### src/rtl/frac_pkg.sv
// Shared types and constants for the fraction reducer: FSM state encoding and
// the default operand width.
package frac_pkg;

  localparam int FRAC_WIDTH = 8;

  typedef enum logic [2:0] {
    IDLE     = 3'd0,
    WAIT_GCD = 3'd1,
    DIV_NUM  = 3'd2,
    DIV_DEN  = 3'd3,
    OUT      = 3'd4
  } frac_state_e;

endpackage

### src/rtl/seq_divider.sv
// Restoring shift-subtract divider: one quotient bit per cycle, MSB first,
// WIDTH cycles per division. The remainder is discarded.
module seq_divider #(
  parameter int WIDTH = 8
) (
  input  logic             clk,
  input  logic             rst_n,
  input  logic             start,
  input  logic [WIDTH-1:0] dividend,
  input  logic [WIDTH-1:0] divisor,
  output logic             busy,
  output logic             done,
  output logic [WIDTH-1:0] quotient
);

  localparam int CNT_W = (WIDTH > 1) ? $clog2(WIDTH) : 1;

  logic [WIDTH:0]   rem_q, rem_d;
  logic [WIDTH-1:0] quo_q, quo_d;
  logic [WIDTH-1:0] dsr_q, dsr_d;
  logic [CNT_W-1:0] cnt_q, cnt_d;
  logic             busy_q, busy_d;

  logic [WIDTH:0]   rem_shift;
  logic             fits;
  logic [WIDTH:0]   rem_step;
  logic [WIDTH-1:0] quo_step;
  logic             last;

  always_ff @(posedge clk or posedge rst_n) begin
    if (rst_n) begin
      rem_q  <= '0;
      quo_q  <= '0;
      dsr_q  <= '0;
      cnt_q  <= '0;
      busy_q <= 1'b0;
    end else begin
      rem_q  <= rem_d;
      quo_q  <= quo_d;
      dsr_q  <= dsr_d;
      cnt_q  <= cnt_d;
      busy_q <= busy_d;
    end
  end

  // quo_q starts as the dividend; its MSB feeds the remainder while the new
  // quotient bit shifts in at the bottom.
  always_comb begin
    rem_shift = {rem_q[WIDTH-1:0], quo_q[WIDTH-1]};
    fits      = rem_q[WIDTH] | (rem_shift >= {1'b0, dsr_q});
    rem_step  = fits ? (rem_shift - {1'b0, dsr_q}) : rem_shift;
    quo_step  = {quo_q[WIDTH-2:0], fits};
    last      = busy_q && (cnt_q == CNT_W'(WIDTH - 1));
  end

  always_comb begin
    rem_d  = rem_q;
    quo_d  = quo_q;
    dsr_d  = dsr_q;
    cnt_d  = cnt_q;
    busy_d = busy_q;
    if (start) begin
      rem_d  = '0;
      quo_d  = dividend;
      dsr_d  = divisor;
      cnt_d  = '0;
      busy_d = 1'b1;
    end else if (busy_q) begin
      rem_d = rem_step;
      quo_d = quo_step;
      cnt_d = cnt_q + CNT_W'(1);
      if (last) begin
        busy_d = 1'b0;
      end
    end
  end

  // The quotient is presented combinationally during the final iteration so
  // the caller can capture it and restart on the same edge.
  assign busy     = busy_q;
  assign done     = last;
  assign quotient = quo_step;

endmodule

### src/rtl/frac_reducer.sv
// Reduces num/den by a GCD supplied by an external stage, dividing both
// terms with one shared sequential divider.
module frac_reducer
  import frac_pkg::*;
#(
  parameter int WIDTH = FRAC_WIDTH
) (
  input  logic             clk,
  input  logic             rst_n,
  input  logic             op_valid,
  output logic             op_ready,
  input  logic [WIDTH-1:0] num_in,
  input  logic [WIDTH-1:0] den_in,
  input  logic             gcd_done,
  input  logic [WIDTH-1:0] gcd_in,
  output logic             out_valid,
  input  logic             out_ready,
  output logic [WIDTH-1:0] num_out,
  output logic [WIDTH-1:0] den_out,
  output logic             err,
  output logic             busy,
  output logic [2:0]       dbg_state
);

  // Handshakes: a transfer happens on a rising edge where valid && ready are
  // both high; valid never waits on ready, and data is held while valid is
  // high and ready is low.

  frac_state_e      state_q, state_d;
  logic             ready_en_q;
  logic [WIDTH-1:0] num_q, num_d;
  logic [WIDTH-1:0] den_q, den_d;
  logic [WIDTH-1:0] gcd_q, gcd_d;
  logic [WIDTH-1:0] num_quo_q, num_quo_d;
  logic [WIDTH-1:0] num_out_q, num_out_d;
  logic [WIDTH-1:0] den_out_q, den_out_d;
  logic             err_q, err_d;

  logic             div_start;
  logic [WIDTH-1:0] div_dividend;
  logic [WIDTH-1:0] div_divisor;
  logic             div_busy;
  logic             div_done;
  logic [WIDTH-1:0] div_quotient;
  logic             div_finish;

  seq_divider #(.WIDTH(WIDTH)) u_div (
    .clk      (clk),
    .rst_n    (rst_n),
    .start    (div_start),
    .dividend (div_dividend),
    .divisor  (div_divisor),
    .busy     (div_busy),
    .done     (div_done),
    .quotient (div_quotient)
  );

  // A divider that is idle while a division state is active cannot occur in
  // normal operation; treating it as finished keeps the FSM from wedging.
  assign div_finish = div_done || !div_busy;

  always_ff @(posedge clk or posedge rst_n) begin
    if (rst_n) begin
      state_q <= IDLE;
    end else begin
      state_q <= state_d;
    end
  end

  always_comb begin
    state_d = state_q;
    case (state_q)
      IDLE: begin
        if (op_valid && op_ready) state_d = WAIT_GCD;
      end
      WAIT_GCD: begin
        if (gcd_done) state_d = (gcd_in != '0) ? DIV_NUM : OUT;
      end
      DIV_NUM: begin
        if (div_finish) state_d = DIV_DEN;
      end
      DIV_DEN: begin
        if (div_finish) state_d = OUT;
      end
      OUT: begin
        if (out_ready) state_d = IDLE;
      end
      default: state_d = IDLE;
    endcase
  end

  always_comb begin
    op_ready  = (state_q == IDLE) && ready_en_q;
    out_valid = (state_q == OUT);
    busy      = (state_q != IDLE);
    dbg_state = state_q;
  end

  // ready_en_q keeps op_ready low until the first edge after reset release.
  always_ff @(posedge clk or posedge rst_n) begin
    if (rst_n) begin
      ready_en_q <= 1'b0;
      num_q      <= '0;
      den_q      <= '0;
      gcd_q      <= '0;
      num_quo_q  <= '0;
      num_out_q  <= '0;
      den_out_q  <= '0;
      err_q      <= 1'b0;
    end else begin
      ready_en_q <= 1'b1;
      num_q      <= num_d;
      den_q      <= den_d;
      gcd_q      <= gcd_d;
      num_quo_q  <= num_quo_d;
      num_out_q  <= num_out_d;
      den_out_q  <= den_out_d;
      err_q      <= err_d;
    end
  end

  always_comb begin
    num_d     = num_q;
    den_d     = den_q;
    gcd_d     = gcd_q;
    num_quo_d = num_quo_q;
    num_out_d = num_out_q;
    den_out_d = den_out_q;
    err_d     = err_q;
    case (state_q)
      IDLE: begin
        if (op_valid && op_ready) begin
          num_d = num_in;
          den_d = den_in;
          err_d = 1'b0;
        end
      end
      WAIT_GCD: begin
        if (gcd_done) begin
          gcd_d = gcd_in;
          if (gcd_in == '0) begin
            num_out_d = '0;
            den_out_d = '0;
            err_d     = 1'b1;
          end
        end
      end
      DIV_NUM: begin
        if (div_finish) num_quo_d = div_quotient;
      end
      DIV_DEN: begin
        // Both outputs update together on entry to OUT so they hold their
        // previous values for the whole division.
        if (div_finish) begin
          num_out_d = num_quo_q;
          den_out_d = div_quotient;
        end
      end
      default: ;
    endcase
  end

  // The numerator division starts on the edge that samples gcd_done, and the
  // denominator division starts on the edge that finishes the numerator.
  always_comb begin
    div_start    = ((state_q == WAIT_GCD) && gcd_done && (gcd_in != '0)) ||
                   ((state_q == DIV_NUM) && div_finish);
    div_dividend = (state_q == DIV_NUM) ? den_q : num_q;
    div_divisor  = (state_q == WAIT_GCD) ? gcd_in : gcd_q;
  end

  assign num_out = num_out_q;
  assign den_out = den_out_q;
  assign err     = err_q;

endmodule

### config.mk
export PLATFORM = sky130hd
export DESIGN_NAME = frac_reducer
export DESIGN_NICKNAME = d
export VERILOG_FILES = /design/src/rtl/frac_pkg.sv /design/src/rtl/seq_divider.sv /design/src/rtl/frac_reducer.sv
export SDC_FILE = /design/constraint.sdc
export NUM_CORES = 1
export LEC_CHECK = 0
export CAP_MARGIN = 10
export CORE_ASPECT_RATIO = 1.5
export CORE_MARGIN = 2
export CORE_UTILIZATION = 45
export DETAILED_ROUTE_END_ITERATION = 10
export PLACE_DENSITY = 0.63
export SKIP_LAST_GASP = 1
export SYNTH_ARGS = -nofsm -noshare
export SYNTH_HDL_FRONTEND = slang
export SYNTH_SLANG_ARGS = --single-unit
### constraint.sdc
create_clock -name clk -period 3.3 [get_ports clk]
set_clock_uncertainty 0.1 [all_clocks]
set_input_delay 0.495 -clock clk [delete_from_list [all_inputs] [get_ports clk]]
set_output_delay 0.495 -clock clk [all_outputs]
set_load 0.01 [all_outputs]
# Yosys cells after proc, flatten, opt, wreduce, memory -nomap -nowiden
# Cells that the tools add are included.
# word_totals
elab_cells	80
inputBits	29
regBits	82
# classes
addsub	2
bitwise	1
n_eq_ne	11
mux	29
n_lt_le_gt_ge	1
n_reduce_logical	22
# ops
cell	count
$mux W8	8
$pmux W8 S2	2
$mux W9	3
$mux W3	8
$pmux W3 S5	1
$ge A9 B8 Y1	1
$sub A9 B8 Y9	1
$logic_not A8 Y1	1
$ne A2 B2 Y1 const B	4
$reduce_and A4 Y1	2
$reduce_bool A8 Y1	1
$eq A3 B2 Y1 const B	2
$eq A3 B3 Y1 const B	2
$logic_and A1 B1 Y1	6
$mux W1	6
$reduce_and A2 Y1	3
$reduce_bool A2 Y1	3
$reduce_and A5 Y1	1
$ne A2 B1 Y1 const B	2
$add A3 B1 Y3 const B	1
$eq A3 B1 Y1 const B	1
$logic_not A3 Y1	1
$reduce_bool A3 Y1	1
$logic_or A1 B1 Y1	2
3 further kinds	3

# Longest topological paths before layout
# Gate-level depths: netlist of the first run.
# logic_depth
word_depth	6
depth_mapped	8
depth_no_buf	8

# Hierarchy
# Synthesis of the first run repeated with hierarchy kept, for this count alone.
# hier_totals
cells_unflattened	366
area_unflattened_um2	4086.4
# modules_own_cells
module	area_per_inst_um2	n_inst	seq_area_each_um2	cells_per_inst
frac_reducer	2323.5	1	1326.3	173
seq_divider	1762.9	1	725.7	193

# Least setup slack after synthesis of the first run
# OpenSTA, ideal clock, no wires.
# synth_path
path_type	register to register
start	reg u_div.dsr_q[1]
end	reg u_div.rem_q[6]
synth_period_minus_slack_ns	2.215
setup_slack_ns	1.085
required_ns	3.077
arrival_time_ns	1.992
path_stages_with_launch	8
path_cell_list	dfrtp_1 inv_1 ha_1 nor2b_1 o31a_1 o211ai_1 a22oi_1 o221a_2
# synth_via
elab_chain_cells	5
# synth_lines
item	line_no	rtl
start, declared	seq_divider.sv:20	logic [WIDTH-1:0] dsr_q, dsr_d;
start signal, assigned	seq_divider.sv:40	dsr_q <= dsr_d;
$ge A9 B8 Y1	seq_divider.sv:50	fits = rem_q[WIDTH] | (rem_shift >= {1'b0, dsr_q});
$or A1 B1 Y1	seq_divider.sv:50	
$mux W9 *	seq_divider.sv:51	rem_step = fits ? (rem_shift - {1'b0, dsr_q}) : rem_shift;
$mux W9 *	seq_divider.sv:68	end else if (busy_q) begin
$mux W9 *	seq_divider.sv:62	if (start) begin
end signal, assigned	seq_divider.sv:38	rem_q <= rem_d;
end, declared	seq_divider.sv:18	logic [WIDTH:0] rem_q, rem_d;
# Every way passes the cells marked *; elsewhere a longest branch is shown, timed or not. The select of a mux whose other input is x is not followed.
# A chain may end at the register's enable or synchronous reset.

# Worst setup path in the final report of the first run
# layout_path
start	reg state_q[1] (netlist: dbg_state[1])
end	out op_ready
# layout_via
elab_chain_cells	2
# layout_lines
item	line_no	rtl
start, declared	frac_reducer.sv:29	frac_state_e state_q, state_d;
start signal, assigned	frac_reducer.sv:66	state_q <= state_d;
$logic_not A3 Y1	frac_reducer.sv:93	op_ready = (state_q == IDLE) && ready_en_q;
$logic_and A1 B1 Y1	frac_reducer.sv:93	
end, declared	frac_reducer.sv:11	output logic op_ready,
# No other way between the ends.

==> results.json, run 1 <==
{
  "grt_max_degree": 46,
  "critPathMaxStageDelay_ns": 0.54,
  "critPathKind": "reg -> out",
  "leakagePower_uw": 0.002160,
  "synth-edff-count": 0,
  "clkPwrFrac": 0.183,
  "std_cell_rows": 42,
  "reg2regPathDepth": 8,
  "finalHoldViolations": 0,
  "drc_errors": 0,
  "die_y_um": 119.3,
  "die_w_um": 80.87,
  "cts_buffers": 9,
  "fmax_mhz": 389.2,
  "holdPathEnd": "u_div.dsr_q[2]",
  "switching_power_uw": 2131,
  "final_nets": 447,
  "tightest_slew_ns": 0.8180,
  "p_seq_frac": 0.331,
  "area_growth_pct": 23.68,
  "rsz0062_at_grt": "no",
  "yosysTopAreaCellShare": 0.5144,
  "cts_tree": "yes",
  "fin_crit_sh": 0.7786,
  "antenna_found_initial": 0,
  "netSwitchingFraction": 0.3803,
  "hold_buffers": 0,
  "worstPathCellList": "or3_1 -> nor2_1 -> clkdlybuf4s50_1",
  "critical_path_buf_inv_count": 1,
  "antenna_cells": 0,
  "setup_tns_ns": 0,
  "setup_viol_count_final": 0,
  "holdWs_ns": 0.3823,
  "viasPerCell": 5.510,
  "cts_buffer_depth": 2,
  "power_frac_comb": 0.486,
  "syn_nets": 394,
  "ctsResizeCount": 0,
  "internal_power_uw": 3471,
  "drtPass1Iterations": 4,
  "synth.distinct_cells": 55,
  "fin_crit_ns": 2.569,
  "yosysTopAreaCell": "dfrtp_1",
  "worstSetupStartpointType": "flop",
  "grtUsageTotal": 0.1945,
  "io_pins": 52,
  "gr-total-overflow": 0,
  "syn_avg_cell_area_um2": 11.27,
  "final_common_cell": "dfrtp_1",
  "drt_iter0_drc": 141,
  "crit_family": "simple AND/OR/NAND/NOR gates",
  "arrival_ns": 1.97,
  "grt_pass1_wl_um": 14540,
  "dp_hpwl_um": 5964,
  "gp_congestion": 0.8789,
  "final_cell_mix": "82 x dfrtp_1, 51 x clkdlybuf4s50_1, 30 x mux2_2",
  "hold_class": "reg -> reg",
  "initial_utilization": 0.4573,
  "layout-drive-gt1-share": 0.1553,
  "synth_flop_cell": "dfrtp_1",
  "worstReg2RegEnd": "u_div.rem_q[1]",
  "ant_nets": 0,
  "maxSlewViolCount": 0,
  "cts_sinks": 82,
  "routed_wirelength_um": 8230,
  "hold_path_depth": 2,
  "yosys_register_bits": 82,
  "yosysSeqAreaShare": 0.5144,
  "regToRegSetupSlack_ns": 0.80,
  "fillers": 789,
  "ir_drop_mv": 0.5338,
  "vias": 2876,
  "async_flop_share": 1.000,
  "drv_cap": 0,
  "clkLatencyLatePin_ns": 0.33,
  "wl_per_cell_um": 15.77,
  "cts_setup_buffers": 0,
  "htree_levels": 3,
  "synthCells": 354,
  "yosys-top-cells-area": "dfrtp_1 51%, mux2_2 8.5%, mux2i_1 5.0%, a22o_1 3.5%, ha_1 3.1%",
  "portBuffers": 51,
  "root_buffer": "clkbuf_16",
  "reg2reg_from": "u_div.dsr_q[1]",
  "path_max_fanout": 12,
  "yosysWarnings": 0,
  "setup.worst_path.end_class": "output pin",
  "hp-start": "u_div.dsr_q[2]",
  "required_ns": 2.70,
  "p_per_area_mw_per_mm2": 1136,
  "cts.clk_slew.worst_paths_ns": 0.06,
  "core_mm2": 0.008723,
  "status": "complete, no violations",
  "syn_area_mm2": 0.003989,
  "worst_slew_margin_rel": 0.4489,
  "die_area_mm2": 0.009649,
  "critPathSlowestCell": "clkdlybuf4s50_1",
  "grt_pass1_vias": 2961
}
## how the worst max path moves through the flow
| stage | endpoint | startpoint | slack, ns | depth (start not counted) |
|---|---|---|---|---|
| after global routing | u_div.rem_q[1] | u_div.dsr_q[1] | 0.61 | 8 |
| after global placement | num_out[7] | gcd_in[3] | 0.50 | 5 |
| final | op_ready | dbg_state[1] | 0.73 | 3 |
| after CTS | op_ready | dbg_state[1] | 0.71 | 3 |
| after floorplan | dbg_state[0] | rst_n | 0.60 | 1 |
| after detailed placement | den_out[3] | gcd_in[3] | 0.42 | 5 |
## cells in the mapped netlist (7+ instances only)
cell type and count:
nor2b_1 8, nor2_1 13, ha_1 10, a211oi_1 9
a21oi_1 13, mux2i_1 20, nand4_1 7, clkbuf_1 7
nand3_1 7, dfrtp_1 82, o21ai_0 24, mux2_2 30
buf_2 9, nand2_1 24, inv_1 14, a22o_1 16
## cells by family (layout without fill, tap and decap cells)
family	after synthesis	after routing	synth area share
adder cells (fa/ha/maj)	11	11	0.03639
AND/OR/NAND/NOR	83	83	0.1085
AO/OA/AOI/OAI	89	89	0.1565
flip-flops	82	82	0.5144
buffers and inverters	33	91	0.03670
multiplexers	51	51	0.1377
other	1	1	0.0009401
XOR/XNOR	4	4	0.008782
## through the flow
stage	instances	util	power, uW	setup slack [ns]	instance area (um2)
after floorplan	354	-	3785	0.5966	3989
after global placement	506	0.5297	4524	0.5040	4621
after detailed placement	506	0.5297	4589	0.4225	4621
after CTS	522	0.5655	5642	0.7115	4933
after global routing	522	0.5655	6096	0.6110	4933
final	522	0.5655	5602	0.7306	4933
## per-layer routing
layer,GRT usage,routed length [um],vias to the layer above
li1,-,-,1402
met1,0.2680,3733,1391
met2,0.2955,4054,73
met3,0.04470,315,10
met4,0.07733,127,0
met5,0,0,-
## cell type report
type / instances / area [um2] / share of cell area
timing repair buffer: 60 / 578.1 / 0.1172
multi-input combinational: 239 / 1795 / 0.3639
clock buffer: 12 / 256.5 / 0.05199
clock inverter: 4 / 56.30 / 0.01141
inverter: 15 / 57.56 / 0.01167
tap: 110 / 137.6 / 0.02790
sequential: 82 / 2052 / 0.4159
## state kept, by name, indices dropped and copies added, names as in the netlist
name,count
gcd_q,8
den_q,8
num_quo_q,8
u_div.quo_q,8
err,1
u_div.cnt_q,3
num_out,8
u_div.rem_q,9
ready_en_q,1
num_q,8
u_div.dsr_q,8
den_out,8
dbg_state,3
u_div.busy,1
## worst reg2reg max path, stage by stage (launching register included)
cell	delay (ns)
dfrtp_1	0.40
inv_1	0.06
ha_1	0.30
nor2b_1	0.15
o31a_1	0.32
o211ai_1	0.51
buf_4	0.24
a21oi_1	0.07
a311oi_1	0.26
## power groups by stage
stage                     Clock (uW)  Sequential, uW  Combinational [uW]
after CTS                       1050            1860                2730
after global placement             0            1850                2670
after global routing            1110            1930                3070
final                           1030            1860                2720
after floorplan                    0            1790                2000
after detailed placement           0            1880                2710
(Power assumes the default switching activity.)
==> run 2: changes to the inputs <==
Settings changed: PLACE_DENSITY 0.63 to 0.66.
Clock period 3.3 ns to 2.1 ns, I/O delays scaled along.
==> run 2 against run 1 <==
  * The flow now finishes with violations (setup timing)
  * Largest power group unchanged
  * Critical endpoint is now u_div.rem_q[1]
  * Worst hold slack worse by 0.13 ns
  * Clock power up 39%
  * Flip-flop and latch count unchanged
  * Total power up 72%
  * Cell area up 9.8%
  * Largest cell class unchanged
  * Non-clock buffer count up 40
==> results.json, run 2 (synthesis gave the netlist of run 1 again) <==
{
  "status": "finished with violations",
  "violations": "setup timing",
  "final_cell_mix": "79 x dfrtp_1, 49 x clkdlybuf4s50_1, 41 x buf_4",
  "die_y_um": 119.3,
  "path_max_fanout": 5,
  "fin_crit_ns": 2.104,
  "die_w_um": 80.87,
  "drc_errors": 0,
  "reg2regPathDepth": 7,
  "leakagePower_uw": 0.002368,
  "holdWs_ns": 0.2533,
  "grt_max_degree": 35,
  "cts.clk_slew.worst_paths_ns": 0.06,
  "worstReg2RegEnd": "den_out[0]",
  "rsz0062_at_grt": "yes",
  "maxSlewViolCount": 0,
  "required_ns": 2.23,
  "cts_sinks": 82,
  "finalHoldViolations": 0,
  "std_cell_rows": 42,
  "worstPathCellList": "clkdlybuf4s50_1 -> or4_4 -> o21a_2 -> o21ai_4 -> o21ai_0 -> a311oi_2",
  "vias": 3029,
  "final_cells": 562,
  "gr-total-overflow": 0,
  "setup_ws_ns": -0.003778,
  "switching_power_uw": 3657,
  "reg2reg_from": "u_div.rem_q[0]",
  "grt_pass1_vias": 3098,
  "area_growth_pct": 35.76,
  "die_area_mm2": 0.009649,
  "gp_congestion": 0.8399,
  "max_flop_register": "u_div.rem_q",
  "setup_viol_count_final": 1,
  "antenna_found_initial": 0,
  "final_nets": 487,
  "htree_levels": 3,
  "drtPass1Iterations": 4,
  "clkPwrFrac": 0.148,
  "drt_iter0_drc": 213,
  "io_pins": 52,
  "power.total_uw": 9624,
  "internal_power_uw": 5967,
  "critPathSlowestCell": "or4_4",
  "regToRegSetupSlack_ns": -0.004,
  "hold_class": "in -> async",
  "worstSetupStartpointType": "input port",
  "clkLatencyLatePin_ns": 0.33,
  "wl_per_cell_um": 15.47,
  "largest_reg_flops": 9,
  "cts_buffers": 9,
  "drv_cap": 0,
  "grt_pass1_wl_um": 14530,
  "cts_tree": "yes",
  "netSwitchingFraction": 0.3800,
  "ant_nets": 0,
  "portBuffers": 51,
  "crit_family": "compound AO/OA/AOI/OAI gates",
  "fmax_mhz": 475.3,
  "antenna_cells": 0,
  "arrival_ns": 2.24,
  "cts_buffer_depth": 2,
  "viasPerCell": 5.390,
  "setup.worst_path.end_class": "flop",
  "critPathKind": "in -> reg",
  "p_seq_frac": 0.301,
  "p_per_area_mw_per_mm2": 1777,
  "critPathMaxStageDelay_ns": 0.59,
  "initial_utilization": 0.4573,
  "root_buffer": "clkbuf_16",
  "ir_drop_mv": 1.128,
  "fin_crit_sh": 1.002,
  "final_common_cell": "dfrtp_1",
  "dp_hpwl_um": 6267,
  "critical_path_buf_inv_count": 1,
  "layout-drive-gt1-share": 0.2832,
  "setup_tns_ns": -0.003778,
  "routed_wirelength_um": 8696,
  "grtUsageTotal": 0.1942,
  "core_mm2": 0.008723,
  "power_frac_comb": 0.551,
  "dp.cells": 545
}
==> run 2: worst max path at each step <==
stage                         from              to  slack, ns  cells past startpoint
floorplan           u_div.dsr_q[1]  u_div.rem_q[6]      -0.10                      7
global placement         gcd_in[7]  u_div.quo_q[4]      -0.34                      7
detailed placement       gcd_in[7]  u_div.quo_q[2]      -0.34                      7
CTS                 u_div.quo_q[7]  u_div.rem_q[0]      -0.05                      9
global route             gcd_in[4]  u_div.rem_q[1]      -0.11                      6
finish                   gcd_in[3]  u_div.rem_q[1]     -0.004                      6
==> run 2: layout make-up <==
class                           count  area (um2)
Fill cell                         755        3308
Sequential cell                    82        2056
Multi-Input combinational cell    239        1947
Timing Repair Buffer              100       940.9
Clock buffer                       11       232.7
Tap cell                          110       137.6
Inverter                           15       60.06
Clock inverter                      5       41.29
==> run 2: power by group through the flow <==
stage          clock, uW  combinational (uW)  sequential [uW]
5_1_grt             1530                5850             3000
6_report            1430                5300             2900
3_3_place_gp           0                4770             2880
4_1_cts             1450                5020             2890
3_5_place_dp           0                4850             2910
2_1_floorplan          0                3140             2810
==> run 2: through the flow <==
step	util	setup slack (ns)	area, um2
6_report	0.6208	-0.003778	5415
3_5_place_dp	0.5699	-0.3433	4971
4_1_cts	0.6069	-0.05409	5294
2_1_floorplan	-	-0.1005	3998
3_3_place_gp	0.5699	-0.3369	4971
5_1_grt	0.6208	-0.1108	5415
==> run 2: routing by layer <==
layer | vias to the layer above | track usage | share of wire
li1 | 1487 | - | -
met1 | 1472 | 0.2579 | 0.44
met2 | 56 | 0.3140 | 0.51
met3 | 14 | 0.03788 | 0.026
met4 | 0 | 0.06780 | 0.018
met5 | - | 0 | 0
==> run 2: repair_timing <==
item | in CTS | in global routing
pin swaps | 5 | 16
gates cloned | 0 | 0
hold buffers | 0 | 0
endpoints found under the setup margin | 19 | 35
buffers inserted | 1 | 1
gates resized for setup | 14 | 24
==> RTL change (settings of run 1) <==
`dsr_q` no longer has a reset.
--- a/src/rtl/seq_divider.sv
+++ b/src/rtl/seq_divider.sv
@@ -31,16 +31,18 @@
     if (rst_n) begin
       rem_q  <= '0;
       quo_q  <= '0;
-      dsr_q  <= '0;
       cnt_q  <= '0;
       busy_q <= 1'b0;
     end else begin
       rem_q  <= rem_d;
       quo_q  <= quo_d;
-      dsr_q  <= dsr_d;
       cnt_q  <= cnt_d;
       busy_q <= busy_d;
     end
+  end
+
+  always_ff @(posedge clk) begin
+    dsr_q <= dsr_d;
   end
 
   // quo_q starts as the dividend; its MSB feeds the remainder while the new
Formal check against the unedited RTL: no difference found for any inputs over 10 cycles, from zero or initial values and one cycle with rst_n high; that may be too few to reach the edited logic, so the function may still have changed.
==> RTL change against run 1 <==
Cell area shrank 0.23%; sequential cell count unchanged; die area up 0.30%; synthesized area increased by 0.31%; total power shrank 1.5%; synthesized cell count shrank 3.7%; wire length fell by 1.4%; via count is 3.1% lower; setup slack worse by 0.011 ns; register-to-register slack improved by 0.02 ns; largest cell class unchanged.
==> RTL change: results (changes against run 1) <==
- Status: finished, final reports clean (unchanged).
- Post-synthesis compound-gate area fraction: 14.2% (was 15.7%)
- Antenna Cells: 0 (unchanged)
- Most flop-heavy register: u_div.rem_q (unchanged)
* Share of synthesized area spent on multiplexers: 14.0% (was 13.8%)
* Share of flip-flops with an asynchronous set or reset: 90.2% (was 100%)
- The initial antenna violation count is 0 (unchanged).
- The fraction of synthesized cell area in xor and xnor cells came to 1.31% (was 0.878%).
- Clock Path Buffers: 2 (unchanged)
- Post-layout nets: 431 (was 447)
* Clk Latency, worst-skew pair: 0.33 ns (about the same)
- Dpl hpwl: 5800 um (was 5960 um)
- Seq/Total Area, Yosys: 52.3% (was 51.4%)
* Clock transition time at the flip-flop clock pins of the worst setup and hold paths: 0.06 ns (about the same)
* Net count after synthesis: 381 (was 394)
* Largest incremental delay on the critical path: 0.54 ns (about the same)
- The leading register cell type out of synthesis was dfrtp_1 (unchanged).
* Number of H-tree branching levels: 3 (unchanged)
- The number of enable-type register cells in the synthesized netlist is 8 (was 0).
* Overall routed net length: 8120 um (was 8230 um)
- Arithmetic-cell share of the synthesized area counting full adders, half adders and majority gates: 3.63% (was 3.64%)
* Buffers inserted by post-CTS timing repair: 0 (unchanged)
- Number of unique standard cell types used by synthesis: 55 (unchanged)
- Number of vias per cell: 5.51 (about the same)
* Synth area leaders: dfrtp_1 46%, mux2_2 10%, edfxtp_1 6.0% (was dfrtp_1 51%, mux2_2 8.5%, mux2i_1 5.0%)
- Post-cts resize count: 0 (unchanged)
- The relative max-transition margin is 28.8% (was 44.9%).
- Via count of the first global-routing pass: 2949 (was 2961)
- Leading post-synthesis cells by instance count: 74 x dfrtp_1, 37 x mux2_2, 29 x nor2_1 (was 82 x dfrtp_1, 30 x mux2_2, 24 x nand2_1, 24 x o21ai_0, 20 x mux2i_1)
* Initial detailed-routing violation count: 198 (was 141)
* Number of port buffers: 51 (unchanged)
* Worst-case vdd ir drop: 0.000469 V (was 0.000534 V)
- Delay-heaviest family, CP: simple AND/OR/NAND/NOR gates (unchanged)
- The number of search-and-repair iterations in the first detailed-routing pass was 4 (unchanged).
* Static leakage power: 2.08 nW (was 2.16 nW)
* Fraction of final layout cells with drive strength greater than 1: 16.9% (was 15.5%)
* Overall global routing resource usage: 18.9% (was 19.4%)
- The routability congestion estimate from global placement came to 0.879 (about the same).
- The arrival time at the worst endpoint came to 1.99 ns (was 1.97 ns).
* Number of filler cells placed in the layout: 780 (was 789)
- Global-route wire length before repair: 14100 um (was 14500 um)
- Critical-path maximum fanout: 12 (unchanged)
==> RTL change: cell count changes after synthesis, moves of 5 or more <==
cell      change
mux2i_1       -8
nand4_1       -5
nand2_1      -12
edfxtp_1      +8
mux2_2        +7
dfrtp_1       -8
nor2_1       +16
o21ai_0      -14
==> RTL change: worst paths after layout <==
path                             endpoint  slack, ns  depth (start not counted)            from
setup / recovery                 op_ready       0.72                          3    dbg_state[1]
hold / removal                   den_q[6]       0.39                          1        den_q[6]
setup reg to reg           u_div.rem_q[1]       0.82                          6  u_div.rem_q[5]
hold reg to reg                  den_q[6]       0.39                          1        den_q[6]
max in group asynchronous  u_div.cnt_q[2]       1.97                          3           rst_n
min in group asynchronous    num_quo_q[4]       0.47                          2           rst_n
==> RTL change: through the flow <==
step | cell area, um^2 | utilization, % | setup slack [ns] | hold slack (ns) | instances
floorplan | 4000 | - | 0.823 | 0.358 | 341
global placement | 4590 | 52.6 | 0.536 | 0.370 | 490
detailed placement | 4590 | 52.6 | 0.508 | 0.379 | 490
CTS | 4920 | 56.4 | 0.702 | 0.393 | 506
global route | 4920 | 56.4 | 0.647 | 0.408 | 506
finish | 4920 | 56.4 | 0.719 | 0.386 | 506
==> RTL change: metal layers <==
layer | share of wire [%] | wire length [um] | GRT usage (%) | vias to the layer above
met3 | 2.7 | 217 | 3.61 | 14
met4 | 2.6 | 208 | 8.47 | 0
li1 | - | - | - | 1344
met2 | 51 | 4150 | 30.6 | 52
met1 | 44 | 3540 | 24.3 | 1376
met5 | 0 | 0 | 0 | -
==> RTL change: final cells by class <==
type	count	share of cell area, %
flip-flops and latches	82	42.5
clock inverters	5	1.37
repair buffers	57	11.5
clock buffers	11	5.36
well taps	110	2.80
multi-input cells	224	35.1
inverters	17	1.35
==> RTL change: kinds of logic after synthesis <==
group | after synthesis
buf+inv | 35
simple gates | 79
flops | 82
fa+ha+maj | 11
mux | 51
other cells | 1
xor+xnor | 6
compound gates | 76
==> RTL change: power breakdown <==
part	switching [mW]	internal (mW)
combinational	1.30	1.27
sequential	0.324	1.55
clock	0.415	0.663
total	2.04	3.48
